File: src/rtl/delay_line_pkg.sv
// Shared constants and helpers for the tapped delay line and its pulse generators.
// Optional tap multiplexer in delay_line_tapped is enabled by DELAY_LINE_TAP_MUX_EN.
package delay_line_pkg;

  // Edge selection values for the pulse generators
  localparam bit EDGE_FALL = 1'b0;
  localparam bit EDGE_RISE = 1'b1;

  // Default timing: 100 MHz clock, 50 ns between taps, 100 ns pulses
  localparam int CYCLE_NS        = 10;
  localparam int DEF_NTAPS       = 11;
  localparam int DEF_TAP_SPACING = 5;
  localparam int DEF_PULSE_LEN   = 10;

  // Shift-register length needed so the last tap lands on the final stage
  function automatic int line_len(input int ntaps, input int spacing);
    return (ntaps - 1) * spacing + 1;
  endfunction

endpackage

File: src/rtl/delay_pulse_gen.sv
// One edge-triggered pulse stretcher: detects the selected trigger edge and
// holds the output high for PULSE_LEN cycles, optionally restarting on a new edge.
module delay_pulse_gen
  import delay_line_pkg::*;
#(
  parameter int PULSE_LEN = DEF_PULSE_LEN,
  parameter bit EDGE_RISE = EDGE_FALL,
  parameter bit RETRIG    = 1'b0
) (
  input  logic clk,
  input  logic rst,
  input  logic trig,
  output logic pulse
);

  localparam int CW = $clog2(PULSE_LEN + 1);
  localparam logic [CW-1:0] LOAD_VAL = CW'(PULSE_LEN);

  if (PULSE_LEN < 1) begin : g_bad_pulse_len
    $error("delay_pulse_gen: PULSE_LEN must be >= 1");
  end

  logic          prev_reg;
  logic          edge_det;
  logic [CW-1:0] cnt_reg;
  logic [CW-1:0] cnt_next;

  // Previous trigger level keeps tracking through reset so release never fakes an edge
  always_ff @(posedge clk) begin
    prev_reg <= trig;
  end

  // Edge detect and width counter next state
  always_comb begin
    edge_det = EDGE_RISE ? (!prev_reg && trig) : (prev_reg && !trig);
    cnt_next = cnt_reg;
    if (edge_det && ((cnt_reg == '0) || RETRIG)) begin
      cnt_next = LOAD_VAL;
    end else if (cnt_reg != '0) begin
      cnt_next = cnt_reg - 1'b1;
    end
  end

  // Width counter register; reset aborts any pulse in flight
  always_ff @(posedge clk) begin
    if (rst) begin
      cnt_reg <= '0;
    end else begin
      cnt_reg <= cnt_next;
    end
  end

  assign pulse = (cnt_reg != '0);

endmodule

File: src/rtl/delay_line_tapped.sv
// Parametrised tapped delay line plus NPULSE independent pulse generators.
// Define DELAY_LINE_TAP_MUX_EN to add tap_sel / tap_mux_out, a registered tap selector.
module delay_line_tapped
  import delay_line_pkg::*;
#(
  parameter int NTAPS       = DEF_NTAPS,
  parameter int TAP_SPACING = DEF_TAP_SPACING,
  parameter bit INVERT      = 1'b1,
  parameter int NPULSE      = 2,
  parameter int PULSE_LEN   = DEF_PULSE_LEN,
  parameter bit EDGE_RISE   = EDGE_FALL,
  parameter bit RETRIG      = 1'b0
) (
  input  logic                       clk,
  input  logic                       rst,
  input  logic                       din,
  output logic [NTAPS-1:0]           tap_out,
  input  logic [NPULSE-1:0]          trig_in,
  output logic [NPULSE-1:0]          pulse_out
`ifdef DELAY_LINE_TAP_MUX_EN
  ,
  input  logic [$clog2(NTAPS)-1:0]   tap_sel,
  output logic                       tap_mux_out
`endif
);

  localparam int LINE_LEN = line_len(NTAPS, TAP_SPACING);

  if (NTAPS < 2 || TAP_SPACING < 1 || NPULSE < 1 || PULSE_LEN < 1) begin : g_bad_params
    $error("delay_line_tapped: need NTAPS>=2, TAP_SPACING>=1, NPULSE>=1, PULSE_LEN>=1");
  end

  logic [LINE_LEN-1:0] sr_reg;

  // Shift register: new (optionally inverted) sample enters at stage 0
  always_ff @(posedge clk) begin
    if (rst) begin
      sr_reg <= '0;
    end else begin
      sr_reg <= {sr_reg[LINE_LEN-2:0], din ^ INVERT};
    end
  end

  // Taps are plain wires onto every TAP_SPACING-th stage
  for (genvar gi = 0; gi < NTAPS; gi++) begin : g_tap
    assign tap_out[gi] = sr_reg[gi*TAP_SPACING];
  end

  // One independent pulse generator per trigger channel
  for (genvar gi = 0; gi < NPULSE; gi++) begin : g_pulse
    delay_pulse_gen #(
      .PULSE_LEN (PULSE_LEN),
      .EDGE_RISE (EDGE_RISE),
      .RETRIG    (RETRIG)
    ) u_pulse_gen (
      .clk   (clk),
      .rst   (rst),
      .trig  (trig_in[gi]),
      .pulse (pulse_out[gi])
    );
  end

`ifdef DELAY_LINE_TAP_MUX_EN
  // Registered tap selector; out-of-range selections read as 0
  always_ff @(posedge clk) begin
    if (rst) begin
      tap_mux_out <= 1'b0;
    end else if (int'(tap_sel) < NTAPS) begin
      tap_mux_out <= tap_out[tap_sel];
    end else begin
      tap_mux_out <= 1'b0;
    end
  end
`endif

endmodule
File: config.mk
export PLATFORM = sky130hd
export DESIGN_NAME = delay_line_tapped
export DESIGN_NICKNAME = d
export VERILOG_FILES = /design/src/rtl/delay_line_pkg.sv /design/src/rtl/delay_pulse_gen.sv /design/src/rtl/delay_line_tapped.sv
export SDC_FILE = /design/constraint.sdc
export NUM_CORES = 1
export LEC_CHECK = 0
export ABC_AREA = 0
export BUFFER_PORTS_ARGS = -buffer_cell sky130_fd_sc_hd__buf_2
export CAP_MARGIN = 20
export CORE_AREA = 2 2 73 75
export CTS_CLUSTER_SIZE = 40
export DETAILED_ROUTE_END_ITERATION = 7
export DIE_AREA = 0 0 75 77
export HOLD_SLACK_MARGIN = 0.02
export PLACE_DENSITY = 0.55
export SYNTH_ARGS = -nofsm -noshare
export SYNTH_HDL_FRONTEND = slang
export SYNTH_SLANG_ARGS = --single-unit
File: constraint.sdc
create_clock -name clk -period 1.9 [get_ports clk]
set_clock_uncertainty 0.2 [all_clocks]
set_input_delay 0 -clock clk [delete_from_list [all_inputs] [get_ports clk]]
set_output_delay 0 -clock clk [all_outputs]
set_load 0.03 [all_outputs]
# After elaboration in Yosys (flattened, before gate mapping)
# Index checks and enable logic that the tools add are counted.
dict set report classes {
  addsub 2
  mux 4
  bitwise 1
  n_reduce_logical 14
}
# op count
set op_table {}
lappend op_table {{4-bit two-way mux} 4}
lappend op_table {{4-bit zero test} 2}
lappend op_table {{4-bit nonzero test} 2}
lappend op_table {{4-bit by 1-bit subtractor with 4-bit output (second input constant)} 2}
lappend op_table {{1-bit logical AND} 4}
lappend op_table {{2-bit nonzero test} 2}
lappend op_table {{2-bit OR reduction} 2}
lappend op_table {{1-bit zero test} 2}
lappend op_table {{1-bit NOT} 1}
dict set report totals {
  ff_bits 61
  out_inout_bits 13
}

# Longest topological paths before layout
dict set report depth {
  ltp_word 4
  ltp_mapped 6
}

# By module
# Synthesis repeated with hierarchy kept, for this count alone.
dict set report hier_totals {
  cells_unflattened 170
  area_unflattened_um2 1930.6
}
# module n_inst cells_each area_per_inst_um2
set modules_own_cells {}
lappend modules_own_cells {delay_line_tapped 1 118 1445.1}
lappend modules_own_cells {delay_pulse_gen 2 26 242.7}

# Least setup slack after synthesis
# No wires, ideal clock.
dict set report synth_path {
  path_kind {reg2reg}
  from {register g_pulse[0].u_pulse_gen.cnt_reg[0]}
  to {register g_pulse[0].u_pulse_gen.cnt_reg[1]}
  setup_ps 116
  t_arrival_ps 1048
  required_ps 1584
  setup_slack_ps 536
  path_stages_with_launch 6
  path_buffers 0
  cell_sequence {dfxtp_1 inv_1 ha_1 nor3b_4 nand3_1 and3_1}
}
dict set report synth_between {
  elab_chain_len 3
  elab_cells_between_ends 7
  cone_classes {1 x add/sub; 2 x mux; 4 x reduce/logical}
}
# item line_no
set synth_lines {}
lappend synth_lines {{from (decl)} delay_pulse_gen.sv:25} ;# logic [CW-1:0] cnt_reg;
lappend synth_lines {{from (signal assigned)} delay_pulse_gen.sv:49} ;# cnt_reg <= cnt_next;
lappend synth_lines {{4-bit by 1-bit subtractor with 4-bit output or 4-bit zero test (tied branches)} {delay_pulse_gen.sv:40, delay_pulse_gen.sv:37}}
lappend synth_lines {{4-bit two-way mux or 1-bit logical AND (tied branches)} {delay_pulse_gen.sv:39, delay_pulse_gen.sv:37}}
lappend synth_lines {{4-bit two-way mux or 2-bit nonzero test (tied branches)} -}
# Several ways; a longest one is shown, not always the timed one. The select of a mux whose other input is x is not followed.
# A chain may end at the register's enable or synchronous reset.

# Worst setup path in the final report
dict set report layout_path {
  from {register g_pulse[0].u_pulse_gen.cnt_reg[0]}
  to {output pulse_out[0]}
}
dict set report layout_between {
  elab_chain_len 1
}
# item line_no
set layout_lines {}
lappend layout_lines {{4-bit nonzero test} delay_pulse_gen.sv:53} ;# assign pulse = (cnt_reg != '0);
lappend layout_lines {{to (decl)} delay_line_tapped.sv:19} ;# output logic [NPULSE-1:0] pulse_out
# No other way between the ends.

==> flow_metrics.tcl <==
set metrics [dict create \
    fp.dieH_um 77 \
    num_io_pins 18 \
    power_density_nw_per_um2 1340 \
    rows 26 \
    drt_iter0_markers 39 \
    ys_types 22 \
    ff2ff_setup_slack_ns 0.39 \
    cts_tree "yes" \
    layout_min_cycle_time_ns 1.68 \
    io_buffers 17 \
    hold_violations 0 \
    setup_ws_ns 0.221 \
    final_util 0.441 \
    cts_buffers 9 \
    first_global_vias 1098 \
    worst_pin_slew_ns 0.449 \
    drt_first_pass_iters 3 \
    setup_viol_count_final 0 \
    fin_crit_sh 0.884 \
    cts_buffer_depth 2 \
    largest_reg_flops 51 \
    vias_per_cell 4.17 \
    total_power_w 0.00294 \
    p_leak_nw 0.920 \
    grt_use_total 0.111 \
    required_ns 1.70 \
    drive_gt1_frac 0.196 \
    r2r-end "g_pulse[1].u_pulse_gen.cnt_reg[1]$_SDFFE_PP0P_" \
    grt_pass1_wl_mm 4.64 \
    htreeDepth 3 \
    grt_setup_unrepaired "false" \
    drc 0 \
    slew_headroom 0.700 \
    die_area_um2 5780 \
    clk_pin_slew_ns 0.06 \
    antenna_found_initial 0 \
    worstPathMaxFanout 5 \
    nFillCells 491 \
    antenna_cells 0 \
    holdPathEnd "g_pulse[0].u_pulse_gen.prev_reg$_DFF_P_" \
    dp.final_hpwl_mm 1.74 \
    regArea_um2 1220 \
    via_count 1080 \
    fp.dieW_um 75 \
    yosysWarnings 0 \
    clock_latency_ns 0.32 \
    preCtsSetupSlack_ns 0.384 \
    avgSynthCellArea_um2 11.2 \
    hold_start "trig_in[0]" \
    slew_viol_final 0 \
    grt_max_degree 52 \
    worstHoldPathCells 2 \
    maxCapViolations 0 \
    hp-class "primary input to register" \
    cp-end-kind "output port" \
    grt_overflow 0 \
    area_growth_pct 13.5 \
    ys_ff_latch 61 \
    r2r_cells 5 \
    setup_tns_ns 0 \
    synth-seq-area-share 0.631 \
    root_buffer "clkbuf_8" \
    timing.rr.start "g_pulse[1].u_pulse_gen.cnt_reg[0]$_SDFFE_PP0N_" \
    multi_input_area_um2 563 \
    ir_drop_mv 0.701 \
    nNetsFinal 193 \
    crit_type "register to output port" \
    syn_inst 172 \
    start_util 0.389 \
    syn_area_um2 1930 \
    ant_nets 0 \
    timing.fmax_mhz 596 \
    drt-total-wl_mm 2.72 \
    fp.coreArea_um2 4980 \
    worst_setup_path_start_kind "register" \
    outcome "finished clean" \
    place_congestion 0.654 \
    cts.sinks 61 \
    syn_nets 179 \
    cp.arrival_ns 1.48 \
    wl_per_cell_um 10.5 \
]
placed cells by master (no fill, tap or decap), drive strengths merged:
cell type	count
dfxtp	61
nor2b	50
buf	18
clkbuf	12
inv	7
nand3	4
nand2	4
a21oi	4
dlygate4sd3	4
nand2b	4
nor2	3
nor3b	2
and3	2
nand3b	2
o21bai	2
o311ai	2
o21ai	2
ha	2
clkinv	2
a211o	2
final cells by class:
class | count | area share
Clock buffer | 12 | 0.0707
Sequential cell | 61 | 0.556
Multi-Input combinational cell | 85 | 0.256
Clock inverter | 2 | 0.00456
Inverter | 7 | 0.0120
Timing Repair Buffer | 22 | 0.0604
Tap cell | 70 | 0.0399
logic make-up after synthesis:
kind of cell,synth area share
buffers and inverters,0.0776
and+or+nand+nor,0.236
adders and majority gates,0.0129
DFF,0.631
AOI/OAI and AO/OA,0.0420
worst max-delay path: stages (launching register included):
cell	delay, ns
dfxtp_1	0.33
inv_1	0.08
ha_1	0.24
nor3b_4	0.26
inv_2	0.07
buf_2	0.18
power breakdown:
group	total (W)	switching [W]	internal, W
combinational	0.000542	0.000305	0.000237
sequential	0.00143	0.0000789	0.00136
clock	0.000963	0.000437	0.000525
synth_stat cells:
master     n  share of area
dfxtp_1   61           0.63
nor2b_1   50           0.16
buf_4     13          0.050
inv_1      5         0.0097
a21oi_1    4          0.010
nand2_1    4         0.0078
nand3_1    4          0.010
buf_2      3         0.0078
clkbuf_1   3         0.0058
nand2b_1   3         0.0097
nor2_1     3         0.0058
and3_1     2         0.0065
ha_1       2          0.013
inv_2      2         0.0039
nand3b_1   2         0.0078
nor3b_4    2          0.019
o21ai_1    2         0.0052
o21bai_1   2         0.0078
o311ai_0   2         0.0091
a211o_1    1         0.0045
a211o_2    1         0.0052
nand2b_4   1         0.0071
per-stage QoR:
stage | hold WS [ns] | std cells | area [um^2]
floorplan | -0.172 | 172 | 1930
global placement | -0.0872 | 241 | 1990
detailed placement | -0.0859 | 241 | 1990
finish | 0.117 | 259 | 2200
CTS | 0.0958 | 259 | 2200
global route | 0.129 | 259 | 2200
timing repair:
action	CTS	global route
setup buffers	0	0
hold buffers	4	0
endpoints found under the hold margin	11	0
resized for setup	0	0
worst max-delay path by stage:
stage,from,to,cells after the start
6_report,g_pulse[0].u_pulse_gen.cnt_reg[0]$_SDFFE_PP0N_,pulse_out[0],5
5_1_grt,g_pulse[0].u_pulse_gen.cnt_reg[0]$_SDFFE_PP0N_,pulse_out[0],5
4_1_cts,g_pulse[0].u_pulse_gen.cnt_reg[0]$_SDFFE_PP0N_,pulse_out[0],5
3_5_place_dp,g_pulse[1].u_pulse_gen.cnt_reg[0]$_SDFFE_PP0N_,g_pulse[1].u_pulse_gen.cnt_reg[1]$_SDFFE_PP0P_,5
3_3_place_gp,g_pulse[1].u_pulse_gen.cnt_reg[0]$_SDFFE_PP0N_,g_pulse[1].u_pulse_gen.cnt_reg[1]$_SDFFE_PP0P_,5
2_1_floorplan,g_pulse[0].u_pulse_gen.cnt_reg[0]$_SDFFE_PP0N_,g_pulse[0].u_pulse_gen.cnt_reg[1]$_SDFFE_PP0P_,5
layer usage:
layer	track usage	wire length (um)
met5	0	0
met4	0.0911	71
met3	0.0447	113
met2	0.164	1260
met1	0.121	1270
Power figures use the tool's default switching activity.
